## config.mk

```make
export PLATFORM = sky130hd
export DESIGN_NAME = button_conditioner
export DESIGN_NICKNAME = d
export VERILOG_FILES = /design/src/rtl/button_conditioner.sv
export SDC_FILE = /design/constraint.sdc
export NUM_CORES = 1
export LEC_CHECK = 0
export CORE_MARGIN = 3
export CORE_UTILIZATION = 31
export CTS_BUF_LIST = sky130_fd_sc_hd__clkbuf_8
export CTS_CLUSTER_SIZE = 30
export DETAILED_ROUTE_END_ITERATION = 8
export PLACE_DENSITY = 0.46
export SYNTH_ARGS = -nofsm -noshare
export SYNTH_HDL_FRONTEND = slang
export SYNTH_SLANG_ARGS = --single-unit
```

## constraint.sdc

```tcl
create_clock -name clk -period 15.6 [get_ports clk]
set_input_delay 1.56 -clock clk [delete_from_list [all_inputs] [get_ports clk]]
set_output_delay 1.56 -clock clk [all_outputs]
set_load 0.01 [all_outputs]
```

## src/rtl/button_conditioner.sv

```systemverilog
// Synchronises and debounces the pet-FSM buttons, emits press pulses and runs the long-press test mode.
// Define BTN_AUTOREPEAT_EN to make feed/play re-pulse every REPEAT_CYCLES while held.
module button_conditioner #(
  parameter int DEBOUNCE_CYCLES   = 500000,
  parameter int LONG_PRESS_CYCLES = 250000000,
  parameter int SEL_MAX           = 9,
  parameter int HOLD_CYCLES       = 50,
  parameter int REPEAT_CYCLES     = 25000000
) (
  input  logic       clk,
  input  logic       rst,
  input  logic       btn_sleep_n,
  input  logic       btn_awake_n,
  input  logic       btn_feed_n,
  input  logic       btn_play_n,
  input  logic       btn_test_n,
  input  logic       giro_raw,
  output logic       botonSleep,
  output logic       botonAwake,
  output logic       botonFeed,
  output logic       botonPlay,
  output logic       giro,
  output logic       botonTest,
  output logic [3:0] BpulseTest
);

  localparam int NIN = 6;
  localparam int DW  = (DEBOUNCE_CYCLES > 1) ? $clog2(DEBOUNCE_CYCLES) : 1;
  localparam int LW  = $clog2(LONG_PRESS_CYCLES + 1);
  localparam int HW  = (HOLD_CYCLES > 1) ? $clog2(HOLD_CYCLES) : 1;

  typedef enum logic [2:0] {
    T_OFF,
    T_ENTER_WAIT,
    T_SEL,
    T_EXIT,
    T_EXIT_WAIT
  } t_state_e;

  logic [NIN-1:0] w_raw;
  logic [NIN-1:0] r_sync1;
  logic [NIN-1:0] r_sync2;
  logic [NIN-1:0] w_deb;
  logic [3:0]     r_deb_d;
  logic [3:0]     w_rise;
  logic [3:0]     w_rep;
  logic [3:0]     r_pulse;
  logic           r_giro;
  logic           w_tb;
  logic [LW-1:0]  r_hold_cnt;
  logic           w_long_hit;
  logic           w_short_rel;
  t_state_e       r_state;
  logic           r_botonTest;
  logic [3:0]     r_bpulse;
  logic [3:0]     r_sel;
  logic [HW-1:0]  r_exit_cnt;

  // Bit order: sleep, awake, feed, play, test, giro; all normalised to pressed/active = 1.
  assign w_raw = {giro_raw, ~btn_test_n, ~btn_play_n, ~btn_feed_n, ~btn_awake_n, ~btn_sleep_n};

  always_ff @(posedge clk or posedge rst) begin
    if (rst) begin
      r_sync1 <= '0;
      r_sync2 <= '0;
    end else begin
      r_sync1 <= w_raw;
      r_sync2 <= r_sync1;
    end
  end

  genvar g;
  generate
    for (g = 0; g < NIN; g++) begin : g_db
      logic [DW-1:0] r_cnt;
      logic          r_lvl;
      always_ff @(posedge clk or posedge rst) begin
        if (rst) begin
          r_cnt <= '0;
          r_lvl <= 1'b0;
        end else if (r_sync2[g] == r_lvl) begin
          r_cnt <= '0;
        end else if (r_cnt == DW'(DEBOUNCE_CYCLES - 1)) begin
          r_cnt <= '0;
          r_lvl <= r_sync2[g];
        end else begin
          r_cnt <= r_cnt + DW'(1);
        end
      end
      assign w_deb[g] = r_lvl;
    end
  endgenerate

  assign w_rise = w_deb[3:0] & ~r_deb_d;

`ifdef BTN_AUTOREPEAT_EN
  localparam int RW = (REPEAT_CYCLES > 1) ? $clog2(REPEAT_CYCLES) : 1;

  assign w_rep[1:0] = 2'b00;
  generate
    for (g = 2; g < 4; g++) begin : g_rep
      logic [RW-1:0] r_rcnt;
      logic          w_due;
      assign w_due    = (r_rcnt == RW'(REPEAT_CYCLES - 1));
      assign w_rep[g] = w_deb[g] & ~r_botonTest & ~w_rise[g] & w_due;
      // Phase is anchored on the initial pulse, so repeats land at +REPEAT_CYCLES multiples.
      always_ff @(posedge clk or posedge rst) begin
        if (rst) begin
          r_rcnt <= '0;
        end else if (!w_deb[g] || r_botonTest || w_rise[g] || w_due) begin
          r_rcnt <= '0;
        end else begin
          r_rcnt <= r_rcnt + RW'(1);
        end
      end
    end
  endgenerate
`else
  assign w_rep = 4'b0000;
`endif

  always_ff @(posedge clk or posedge rst) begin
    if (rst) begin
      r_deb_d <= '0;
      r_pulse <= '0;
      r_giro  <= 1'b0;
    end else begin
      r_deb_d <= w_deb[3:0];
      r_pulse <= r_botonTest ? 4'b0000 : (w_rise | w_rep);
      r_giro  <= w_deb[5];
    end
  end

  assign w_tb        = w_deb[4];
  assign w_long_hit  = w_tb && (r_hold_cnt == LW'(LONG_PRESS_CYCLES - 1));
  // hold_cnt still carries the press length on the first released cycle.
  assign w_short_rel = !w_tb && (r_hold_cnt != '0) && (r_hold_cnt != LW'(LONG_PRESS_CYCLES));

  always_ff @(posedge clk or posedge rst) begin
    if (rst) begin
      r_hold_cnt <= '0;
    end else if (!w_tb) begin
      r_hold_cnt <= '0;
    end else if (r_hold_cnt != LW'(LONG_PRESS_CYCLES)) begin
      r_hold_cnt <= r_hold_cnt + LW'(1);
    end
  end

  always_ff @(posedge clk or posedge rst) begin
    if (rst) begin
      r_state     <= T_OFF;
      r_botonTest <= 1'b0;
      r_bpulse    <= 4'd0;
      r_sel       <= 4'd0;
      r_exit_cnt  <= '0;
    end else begin
      case (r_state)
        T_OFF: begin
          if (w_long_hit) begin
            r_state     <= T_ENTER_WAIT;
            r_sel       <= 4'd0;
            r_botonTest <= 1'b1;
          end
        end
        T_ENTER_WAIT: begin
          if (!w_tb) r_state <= T_SEL;
        end
        T_SEL: begin
          if (w_long_hit) begin
            r_state     <= T_EXIT;
            r_botonTest <= 1'b0;
            r_bpulse    <= (r_sel == 4'd0) ? 4'd1 : r_sel;
            r_exit_cnt  <= '0;
          end else if (w_short_rel) begin
            r_sel <= (r_sel == 4'(SEL_MAX)) ? 4'd1 : r_sel + 4'd1;
          end
        end
        T_EXIT: begin
          if (r_exit_cnt == HW'(HOLD_CYCLES - 1)) begin
            r_bpulse <= 4'd0;
            r_state  <= T_EXIT_WAIT;
          end else begin
            r_exit_cnt <= r_exit_cnt + HW'(1);
          end
        end
        T_EXIT_WAIT: begin
          if (!w_tb) r_state <= T_OFF;
        end
        default: begin
          r_state     <= T_OFF;
          r_botonTest <= 1'b0;
          r_bpulse    <= 4'd0;
        end
      endcase
    end
  end

  assign botonSleep = r_pulse[0];
  assign botonAwake = r_pulse[1];
  assign botonFeed  = r_pulse[2];
  assign botonPlay  = r_pulse[3];
  assign giro       = r_giro;
  assign botonTest  = r_botonTest;
  assign BpulseTest = r_bpulse;

endmodule

```

### Word-level counts from Yosys, hierarchy flattened

Cells that the tools add are included.

* register bits: 187
* input port bits: 8
* output and inout port bits: 10

* add/subtract/negate cells: 9
* eq/ne operators: 29
* mux-type cells: 36
* bitwise operators: 15
* reductions and logical operators: 22

Operators with widths (count)
* $mux 19: 12
* $add 19x1->19 const B: 6
* $eq 19x19->1 const B: 6
* $mux 28: 2
* $mux 4: 8
* $add 28x1->28 const B: 1
* $eq 28x28->1 const B: 1
* $ne 28x28->1 const B: 1
* $reduce_bool 28->1: 1
* $ne 2x2->1 const B: 8
* $mux 3: 5
* $pmux 3 s5: 1
* $not 1->1: 13
* $mux 6: 2
* $pmux 4 s3: 1
* $pmux 6 s2: 1
* $reduce_and 2->1: 6
* $reduce_and 3->1: 3
* $pmux 4 s2: 1
* $add 6x1->6 const B: 1
* $eq 1x1->1: 6
* $eq 3x2->1 const B: 2
* $eq 6x6->1 const B: 1
* $reduce_or 3->1: 2
* 16 further kinds: 20

### Logic depth before layout (Yosys ltp)

Gate-level depths: netlist (run 1).

* word-level depth: 6
* depth in mapped cells: 7
* depth with buffers taken out: 7

### Worst setup path before layout (run 1)

No wires, ideal clock.

* kind: flip-flop to output port
* start point: register r_botonTest, in the netlist botonTest
* end point: output port botonTest
* arrival: 0.433 ns
* slack: 13.607 ns
* stages on the path, launching flop included: 1
* cell sequence: dfrtp_1

RTL lines
* start: declaration: RTL line 54 `logic r_botonTest;`
* start signal: assignment: RTL line 152 `r_botonTest <= 1'b0;`
* start signal: assignment: RTL line 162 `r_botonTest <= 1'b1;`
* start signal: assignment: RTL line 171 `r_botonTest <= 1'b0;`
* end: declaration: RTL line 23 `output logic botonTest,`

No word-level cell between the ends.

### Worst setup path in the final report (run 1)

* start point: register r_botonTest, in the netlist botonTest
* end point: output port botonTest

No word-level cell between the ends.

==> run_results.csv, run 1 <==
group,metric,value,unit
critical_path,endpoint_kind,"output pin",
drt,drtAntennaViolNets,0,
flow_run,drv_cap,0,
power_and_ir_drop,peakVddDrop,0.0000461,V
critical_path,path_class,"flip-flop to output pin",
floorplanning,core-area,28200,µm²
drt,viasPerCell,4.64,
drt,top_layer,"met4",
critical_path,cp_max_fo,7,
clock_network,clk_latency,0.48,ns
synthesis,synth.area.top_cells,"dfrtp_1 (52%), xnor2_1 (7.8%), nor2_1 (6.6%)",
synthesis,yosys_register_bits,187,
critical_path,critPathRequiredTime,14.04,ns
clock_network,cts_tree,"yes",
synthesis,synth_fp_nets,918,
power_and_ir_drop,seqPwrFrac,57.5,%
cells_and_area,areaGrowthSynthToFinish,10.8,%
placed_design,gp_congestion,0.722,
power_and_ir_drop,clock_power_share,39.6,%
synthesis,seq_area_frac_synth,52.2,%
clock_network,numCtsBuffers,17,
floorplanning,die_w,176,µm
drt,num_vias,6037,
drt,drt-initial-drc-count,366,
clock_network,ctsHoldBuffers,0,
synthesis,yosysUniqueCellTypes,56,
sta,fin_crit,3.11,ns
critical_path,arrival,1.55,ns
grt,grt.overflow.total,0,
cells_and_area,fill_cells,2852,
critical_path,crit_chain,"clkdlybuf4s50_1",
grt,grt_pass1_vias,6101,
drt,dr_wl_met2,7.67,mm
critical_path,cp_top_family,"buffers and inverters",
floorplanning,rows,61,
floorplanning,die_area,31000,µm²
synthesis,synth_area,8960,µm²
cells_and_area,fin_area,9930,µm²
grt,grt_pass1_wl,30.1,mm
power_and_ir_drop,p_leak,4.12,nW
power_and_ir_drop,switching_share,25.0,%
floorplanning,start_util,31.8,%
synthesis,synth-edff-count,0,
drt,wl_met1,8.75,mm
clock_network,cts_root_buf,"clkbuf_8",
synthesis,async_flop_share,100,%
sta,hold_viol,0,
clock_network,h-tree-depth,4,
synthesis,yosys.area.top_type_share,52.2,%
power_and_ir_drop,p_int,645,µW
sta,maxSlewViolCount,0,
drt,met3_length,398,µm
sta,fmax,321,MHz
placed_design,io_buffers,17,
critical_path,startpoint_type,"flip-flop",
critical_path,max_stage_delay,0.59,ns
clock_network,clk_pin_slew,0.10,ns
grt,grt_max_degree,117,
cells_and_area,diodes,0,
critical_path,cpMaxStageDelayCell,"clkdlybuf4s50_1",
outcome,status,"complete, no violations",
synthesis,yosysWarnings,0,
clock_network,cts_setup_buffers,0,
synthesis,synthFlopType,"dfrtp_1",
clock_network,clock-sinks,187,
cells_and_area,final_common_cell,"dfrtp_1",
sta,tns,0,ns
synthesis,yosysTopAreaCell,"dfrtp_1",
floorplanning,die_h,176,µm
sta,worst_pin_slew,0.898,ns
cells_and_area,nets,932,
synthesis,avgSynthCellArea,9.99,µm²
cells_and_area,mostFrequentLayoutCells,"dfrtp_1 (187), nor2_1 (157), xnor2_1 (80)",
sta,rsz0062_at_grt,"no",
sta,finClkSkew,0.0183,ns
clock_network,clock_path_buffers,2,
placed_design,dpl_cell_area,9520,µm²
cells_and_area,drive_above_1_share,5.95,%
sta,timing.slew.headroom,40.1,%
placed_design,place_hpwl,11.1,mm
floorplanning,io_pins,18,
drt,detail_route.wl_per_cell,13.1,µm
critical_path,cp_num_buf_inv,1,
sta,setup_viol,0,
drt,drc_errors,0,
power_and_ir_drop,p_comb_share,2.9,%
cells_and_area,fin_util,35.3,%
grt,track_usage,11.8,%
clock_network,cts_resized,0,
drt,totalWireLength,17.0,mm
drt,drt_first_pass_iters,4,
grt,antenna_found_initial,0,
power_and_ir_drop,p_per_area,86.6,nW/µm²
synthesis,synthCells,897,
power_and_ir_drop,netSwitchingPower,215,µW
hold_path,hold_class,"flip-flop to flip-flop",
sta,timing.final.crit_share,20.0,%
power_and_ir_drop,total_power,860,µW
## Yosys cell counts, types with 5 or more instances
cell	number
and4_1	11
ha_1	13
nand3_1	65
dfrtp_1	187
inv_1	30
nor3_1	27
nand4_1	32
and2_1	25
nor2_1	157
xnor2_1	80
and3_1	18
or3_1	8
nand3b_1	5
buf_2	11
xor2_1	55
mux2_2	6
o21ai_0	7
nor3b_1	7
nor4_1	18
nand2_1	60
clkbuf_1	11
## per-layer routing
layer | global-route usage (%) | vias to the layer above
met3 | 2.71 | 12
met4 | 3.66 | 0
met1 | 16.2 | 2908
met2 | 18.7 | 44
met5 | 0 | -
li1 | - | 3073
## logic make-up after synthesis
group	count (synthesis)	share of synthesized area [%]
AOI/OAI and AO/OA	29	2.35
and+or+nand+nor	471	27.0
adders and majority gates	13	1.82
xor gates and xnor gates	135	13.2
DFF	187	52.2
muxes	8	0.978
buffers and inverters	54	2.46
## final cells by class
| type | count | area, µm² | area share, % |
|---|---|---|---|
| flip-flops and latches | 187 | 4680 | 47.1 |
| multi-input cells | 656 | 4060 | 40.9 |
| well taps | 378 | 473 | 4.76 |
| clock buffers | 17 | 234 | 2.36 |
| repair buffers | 19 | 185 | 1.87 |
| clock inverters | 15 | 178 | 1.79 |
| inverters | 30 | 120 | 1.21 |
## power groups by stage
| stage | logic (mW) | registers, mW | clock network (mW) |
|---|---|---|---|
| final | 0.0246 | 0.495 | 0.341 |
| after global placement | 0.0263 | 0.504 | 0 |
| after floorplan | 0.0191 | 0.503 | 0 |
| after CTS | 0.0263 | 0.495 | 0.357 |
| after detailed placement | 0.0262 | 0.504 | 0 |
| after global routing | 0.0298 | 0.496 | 0.376 |
## registers in the layout (all words and copies together), names as in the netlist, 3 cells and up
register / flops
r_sync2: 6
g_db.r_cnt: 114
r_sel: 4
r_exit_cnt: 6
r_sync1: 6
r_pulse: 4
r_hold_cnt: 28
BpulseTest: 4
r_deb_d: 4
r_state: 3
g_db.r_lvl: 6
## through the flow
stage               setup WS [ns]  instances  hold slack (ns)
floorplan                    8.95        897            0.331
global placement            11.83       1270            0.333
CTS                         12.40       1302            0.359
detailed placement          11.85       1270            0.336
global route                12.21       1302            0.362
finish                      12.49       1302            0.358
## worst paths after layout
path	slack (ns)	cells after the start	from	endpoint
worst max-delay path	12.49	1	botonTest$_DFFE_PP0P_	botonTest
worst min-delay path	0.36	0	r_sync1[0]$_DFF_PP0_	r_sync2[0]$_DFF_PP0_
worst max register to register	13.41	5	g_db[0].r_cnt[7]$_DFF_PP0_	g_db[0].r_cnt[8]$_DFF_PP0_
worst min register to register	0.36	0	r_sync1[0]$_DFF_PP0_	r_sync2[0]$_DFF_PP0_
max in group asynchronous	12.51	3	rst	g_db[0].r_cnt[4]$_DFF_PP0_
min in group asynchronous	1.64	2	rst	r_pulse[2]$_DFF_PP0_
Power figures use the tool's default switching activity.
==> run 2: changes to the inputs <==
--- a/config.mk
+++ b/config.mk
@@ -10,7 +10,7 @@
 export CTS_BUF_LIST = sky130_fd_sc_hd__clkbuf_8
 export CTS_CLUSTER_SIZE = 30
 export DETAILED_ROUTE_END_ITERATION = 8
-export PLACE_DENSITY = 0.46
+export PLACE_DENSITY = 0.48
 export SYNTH_ARGS = -nofsm -noshare
 export SYNTH_HDL_FRONTEND = slang
 export SYNTH_SLANG_ARGS = --single-unit
==> constraint.sdc (replaced) <==
create_clock -name clk -period 2.8 [get_ports clk]
set_input_delay 0.28 -clock clk [delete_from_list [all_inputs] [get_ports clk]]
set_output_delay 0.28 -clock clk [all_outputs]
set_load 0.01 [all_outputs]
==> run 2 against run 1 <==
  * Clock skew shrank 0.0044 ns
  * Sequential share of layout area shrank 0.15 points
  * Sequential power grew to 5.6 times the previous value
  * Clock power grew to 5.4 times the previous value
  * Combinational power grew to 5.7 times the previous value
  * Routed wire length shrank 2.0%
==> run_results.csv, run 2 (synthesis gave the netlist of run 1 again) <==
group,metric,value,unit
outcome,status,"complete, no violations",
critical_path,cp_max_fo,18,
sta,fmax,475,MHz
cells_and_area,multiInputGateArea,4060,µm²
drt,drc_errors,0,
critical_path,cpMaxStageDelayCell,"or2_1",
clock_network,clk_latency,0.46,ns
floorplanning,io_pins,18,
power_and_ir_drop,p_int,3.52,mW
grt,grt_pass1_wl,30.0,mm
clock_network,ctsHoldBuffers,0,
sta,hold_ws,0.263,ns
critical_path,arrival,2.43,ns
floorplanning,core-area,28200,µm²
critical_path,max_stage_delay,0.55,ns
hold_path,worstHoldPathCells,1,
drt,met3_length,317,µm
power_and_ir_drop,p_comb_share,3.0,%
critical_path,path_class,"flip-flop to flip-flop",
clock_network,clock_path_buffers,2,
hold_path,hold_class,"input port to flip-flop",
grt,grt_max_degree,105,
clock_network,cts_tree,"yes",
grt,track_usage,11.6,%
clock_network,clock-sinks,187,
clock_network,cts_resized,0,
power_and_ir_drop,p_leak,4.13,nW
sta,timing.final.crit_share,75.2,%
cells_and_area,mostFrequentLayoutCells,"dfrtp_1 (187), nor2_1 (157), xnor2_1 (80)",
cells_and_area,regMostFlops,"g_db.r_cnt",
cells_and_area,reg.largest.list,"g_db.r_cnt: 114 flops, r_hold_cnt: 28 flops",
clock_network,cts_root_buf,"clkbuf_8",
cells_and_area,fin_area,9960,µm²
power_and_ir_drop,p_per_area,477,nW/µm²
critical_path,endpoint_kind,"flip-flop",
sta,fin_crit,2.11,ns
placed_design,dp_slack,0.636,ns
grt,grt.overflow.total,0,
drt,drt_first_pass_iters,4,
floorplanning,rows,61,
drt,viasPerCell,4.60,
sta,maxSlewViolCount,0,
critical_path,critPathRequiredTime,3.12,ns
cells_and_area,areaGrowthSynthToFinish,11.2,%
drt,detail_route.wl_per_cell,12.8,µm
drt,num_vias,6013,
drt,top_layer,"met4",
power_and_ir_drop,peakVddDrop,0.000375,V
cells_and_area,regArea,4680,µm²
drt,dr_wl_met2,7.22,mm
cells_and_area,nets,936,
grt,antenna_found_initial,0,
floorplanning,start_util,31.8,%
floorplanning,die_area,31000,µm²
critical_path,ff2ff_path_depth,4,
sta,hold_viol,0,
power_and_ir_drop,seqPwrFrac,58.1,%
power_and_ir_drop,netSwitchingPower,1.22,mW
clock_network,h-tree-depth,4,
cells_and_area,fill_cells,2888,
drt,drtAntennaViolNets,0,
power_and_ir_drop,clock_power_share,39.0,%
sta,finClkSkew,0.0139,ns
placed_design,dpl_cell_area,9560,µm²
clock_network,cts_setup_buffers,0,
placed_design,place_hpwl,11.1,mm
placed_design,io_buffers,17,
drt,drt-initial-drc-count,295,
flow_run,drv_cap,0,
drt,totalWireLength,16.7,mm
placed_design,gp_congestion,0.759,
critical_path,startpoint_type,"flip-flop",
sta,rsz0062_at_grt,"no",
cells_and_area,largest_reg_flops,114,
cells_and_area,final_common_cell,"dfrtp_1",
sta,worst_pin_slew,0.737,ns
sta,fin_ws,0.693,ns
power_and_ir_drop,switching_share,25.8,%
grt,grt_pass1_vias,6108,
sta,tns,0,ns
critical_path,crit_chain,"or4_1 -> nor4_1 -> or2_1 -> nor2_1",
clock_network,clk_pin_slew,0.11,ns
cells_and_area,drive_above_1_share,6.36,%
sta,timing.slew.headroom,50.5,%
floorplanning,die_w,176,µm
cells_and_area,diodes,0,
drt,wl_met1,8.95,mm
sta,setup_viol,0,
floorplanning,die_h,176,µm
clock_network,numCtsBuffers,17,
[run 2: cell count changes in the layout (fill, tap and decap cells not counted), sizes merged]
cell / before / now
bufinv: 2 / 1
clkinvlp: 2 / 3
buf: 2 / 6
[run 2: worst paths after layout]
path	start	to	slack (ns)
min in group asynchronous	rst	r_exit_cnt[5]$_DFFE_PP0P_	0.31
worst min register to register	r_sync1[0]$_DFF_PP0_	r_sync2[0]$_DFF_PP0_	0.36
worst min-delay path	giro_raw	r_sync1[5]$_DFF_PP0_	0.26
max in group asynchronous	rst	g_db[4].r_cnt[18]$_DFF_PP0_	1.92
worst max register to register	g_db[3].r_cnt[14]$_DFF_PP0_	g_db[3].r_cnt[12]$_DFF_PP0_	0.69
worst max-delay path	g_db[3].r_cnt[14]$_DFF_PP0_	g_db[3].r_cnt[12]$_DFF_PP0_	0.69
[run 2: worst max-delay path: cells and delay by family (launching register included)]
kind / cells / cell delay [ns]
simple gates: 4 / 1.54
flops: 1 / 0.42
[run 2: cell type report]
cell class,instances,share of cell area (%)
Clock buffer,17,2.35
Clock inverter,15,1.71
Inverter,30,1.17
Multi-Input combinational cell,656,40.8
Sequential cell,187,47.0
Tap cell,378,4.75
Timing Repair Buffer,23,2.29
[run 2: per-stage QoR]
stage	power (mW)	instances	util, %
2_1_floorplan	2.91	897	-
3_3_place_gp	2.96	1274	33.9
5_1_grt	4.98	1306	35.4
3_5_place_dp	2.96	1274	33.9
4_1_cts	4.86	1306	35.4
6_report	4.75	1306	35.4
[run 2: per-layer routing]
layer	GRT usage, %	vias to the layer above
met2	17.4	38
met4	3.23	0
met5	0	-
met3	2.34	10
li1	-	3069
met1	16.9	2896
[run 2: power groups by stage]
stage                     clock network [mW]  logic [mW]  registers, mW
after floorplan                            0       0.107           2.80
after global placement                     0       0.151           2.81
after detailed placement                   0       0.149           2.81
after CTS                               1.96       0.150           2.76
after global routing                    2.05       0.168           2.76
final                                   1.85       0.141           2.76
==> run 3: changes to the inputs <==
==> constraint.sdc (replaced) <==
create_clock -name clk -period 1.71 [get_ports clk]
set_input_delay 0.171 -clock clk [delete_from_list [all_inputs] [get_ports clk]]
set_output_delay 0.171 -clock clk [all_outputs]
set_load 0.01 [all_outputs]
==> run 3 against run 2 <==
  * The run now ends with negative setup slack left
  * Sequential share of layout area decreased by 8.2 points
  * Worst setup slack got worse by 0.97 ns
  * Power increased by 72%
  * Count of clock-buffer cells in the layout increased by 3
  * Global-route usage increased by 0.88 points
  * Clock power increased by 74%
  * Via count increased by 11%
  * Die area unchanged
  * Flip-flop and latch count unchanged
  * Hold slack got worse by 0.10 ns
==> run_results.csv, run 3 (synthesis gave the netlist of run 1 again) <==
group,metric,value,unit
drt,met3_length,392,µm
drt,drtAntennaViolNets,0,
grt,grt.overflow.total,0,
outcome,failed_checks,"negative setup slack",
sta,maxSlewViolCount,0,
power_and_ir_drop,netSwitchingPower,1.92,mW
cells_and_area,areaGrowthSynthToFinish,34.8,%
placed_design,dpl_cell_area,10700,µm²
floorplanning,io_pins,18,
critical_path,cp_top_family,"simple AND/OR/NAND/NOR gates",
drt,num_vias,6683,
critical_path,ff2ff_path_depth,5,
placed_design,io_buffers,17,
sta,finClkSkew,0.0204,ns
hold_path,worstHoldPathCells,1,
critical_path,crit_chain,"or4_4 -> nor4_4 -> a41oi_2 -> nand3_2 -> mux2i_1",
floorplanning,rows,61,
drt,dr_wl_met2,8.46,mm
grt,grt_pass1_vias,6511,
drt,viasPerCell,4.59,
drt,drt-initial-drc-count,265,
sta,setup_viol,62,
floorplanning,start_util,31.8,%
placed_design,dp_cells,1398,
clock_network,clk_pin_slew,0.10,ns
cells_and_area,drive_above_1_share,29.2,%
cells_and_area,mostFrequentLayoutCells,"dfrtp_1 (185), buf_4 (127), nor2_1 (91)",
grt,grt_pass1_wl,31.9,mm
power_and_ir_drop,p_leak,5.12,nW
sta,fin_crit,1.98,ns
power_and_ir_drop,peakVddDrop,0.000445,V
clock_network,cts_root_buf,"clkbuf_8",
drt,detail_route.wl_per_cell,13.0,µm
cells_and_area,diodes,0,
floorplanning,core-area,28200,µm²
drt,totalWireLength,18.9,mm
power_and_ir_drop,switching_share,23.5,%
cells_and_area,reg.largest.list,"g_db.r_cnt: 114 flops, r_hold_cnt: 28 flops",
placed_design,gp_congestion,0.795,
drt,drt_first_pass_iters,4,
critical_path,max_stage_delay,0.59,ns
drt,drc_errors,0,
cells_and_area,final_common_cell,"dfrtp_1",
flow_run,drv_cap,0,
power_and_ir_drop,seqPwrFrac,55.2,%
cells_and_area,final_cells,1456,
critical_path,endpoint_kind,"flip-flop",
floorplanning,die_h,176,µm
sta,fin_ws,-0.274,ns
floorplanning,die_w,176,µm
critical_path,cp_max_fo,4,
clock_network,clock-sinks,187,
cells_and_area,fin_area,12100,µm²
clock_network,numCtsBuffers,17,
sta,rsz0062_at_grt,"yes",
sta,timing.slew.headroom,62.6,%
sta,worst_pin_slew,0.555,ns
placed_design,dp_slack,-0.254,ns
clock_network,clock_path_buffers,2,
power_and_ir_drop,p_int,6.25,mW
sta,hold_viol,0,
grt,antenna_found_initial,0,
critical_path,worstSetupPathDepth,5,
clock_network,cts_tree,"yes",
hold_path,hold_class,"input port to flip-flop",
clock_network,h-tree-depth,4,
cells_and_area,regMostFlops,"g_db.r_cnt",
power_and_ir_drop,p_per_area,677,nW/µm²
cells_and_area,nets,1086,
critical_path,cp_num_buf_inv,0,
grt,track_usage,12.5,%
power_and_ir_drop,clock_power_share,39.4,%
sta,fmax,504,MHz
power_and_ir_drop,p_comb_share,5.4,%
grt,grt_max_degree,69,
clock_network,clk_latency,0.46,ns
critical_path,critPathRequiredTime,2.10,ns
placed_design,place_hpwl,12.4,mm
critical_path,cpMaxStageDelayCell,"or4_4",
power_and_ir_drop,total_power,8.17,mW
outcome,status,"finished, violations left",
drt,top_layer,"met4",
drt,wl_met1,9.87,mm
critical_path,arrival,2.37,ns
critical_path,startpoint_type,"flip-flop",
floorplanning,die_area,31000,µm²
sta,timing.final.crit_share,116,%
critical_path,path_class,"flip-flop to flip-flop",
cells_and_area,largest_reg_flops,114,
-- run 3: per-layer routing --
| metal | vias to the layer above | track usage (%) |
|---|---|---|
| met1 | 3231 | 18.5 |
| met4 | 0 | 3.37 |
| met2 | 52 | 18.6 |
| met3 | 13 | 2.41 |
| li1 | 3387 | - |
| met5 | - | 0 |
-- run 3: path summary, 6_finish.rpt --
kind,from,end,slack (ns)
worst max-delay path,r_hold_cnt[16]$_DFFE_PP0P_,r_sel[1]$_DFFE_PP0P_,-0.27
worst min-delay path,giro_raw,r_sync1[5]$_DFF_PP0_,0.16
worst max register to register,r_hold_cnt[16]$_DFFE_PP0P_,r_sel[1]$_DFFE_PP0P_,-0.27
worst min register to register,r_sync1[3]$_DFF_PP0_,r_sync2[3]$_DFF_PP0_,0.35
max in group asynchronous,rst,r_hold_cnt[0]$_DFFE_PP0P_,0.49
min in group asynchronous,rst,g_db[4].r_cnt[7]$_DFF_PP0_,0.55
-- run 3: power by group through the flow --
stage / Sequential (mW) / Clock [mW] / Combinational [mW]
2_1_floorplan: 4.59 / 0 / 0.177
5_1_grt: 4.52 / 3.57 / 0.494
3_3_place_gp: 4.59 / 0 / 0.329
3_5_place_dp: 4.59 / 0 / 0.330
6_report: 4.51 / 3.22 / 0.444
4_1_cts: 4.51 / 3.37 / 0.342
-- run 3: per-stage QoR --
stage / TNS [ns] / utilization, % / hold WS (ns)
final: -5.11 / 42.9 / 0.162
after global placement: -3.65 / 37.9 / 0.335
after detailed placement: -4.10 / 37.9 / 0.335
after global routing: -11.93 / 42.9 / 0.135
after CTS: -3.16 / 39.9 / 0.129
after floorplan: -163.49 / - / 0.202
-- run 3: worst register-to-register path: cells and delay by family, from the launching register on --
| family | cells | cell delay [ns] |
|---|---|---|
| and+or+nand+nor | 3 | 1.13 |
| DFF | 1 | 0.40 |
| AOI/OAI and AO/OA | 1 | 0.21 |
| muxes | 1 | 0.18 |
-- run 3: cell type report --
type                            instances  area [µm²]
Clock inverter                         12         159
Timing Repair Buffer                  173        1680
Tap cell                              378         473
Clock buffer                           20         275
Multi-Input combinational cell        656        4690
Fill cell                            2706       16100
Inverter                               30         116
Sequential cell                       187        4680
-- run 3: repair_timing --
| action | CTS | global route |
|---|---|---|
| pin swaps | 12 | 68 |
| setup buffers | 4 | 9 |
| hold endpoints to repair | 3 | 0 |
| setup endpoints to repair | 84 | 132 |
| gates cloned | 1 | 11 |
| resized for setup | 14 | 142 |
| hold buffers | 1 | 0 |
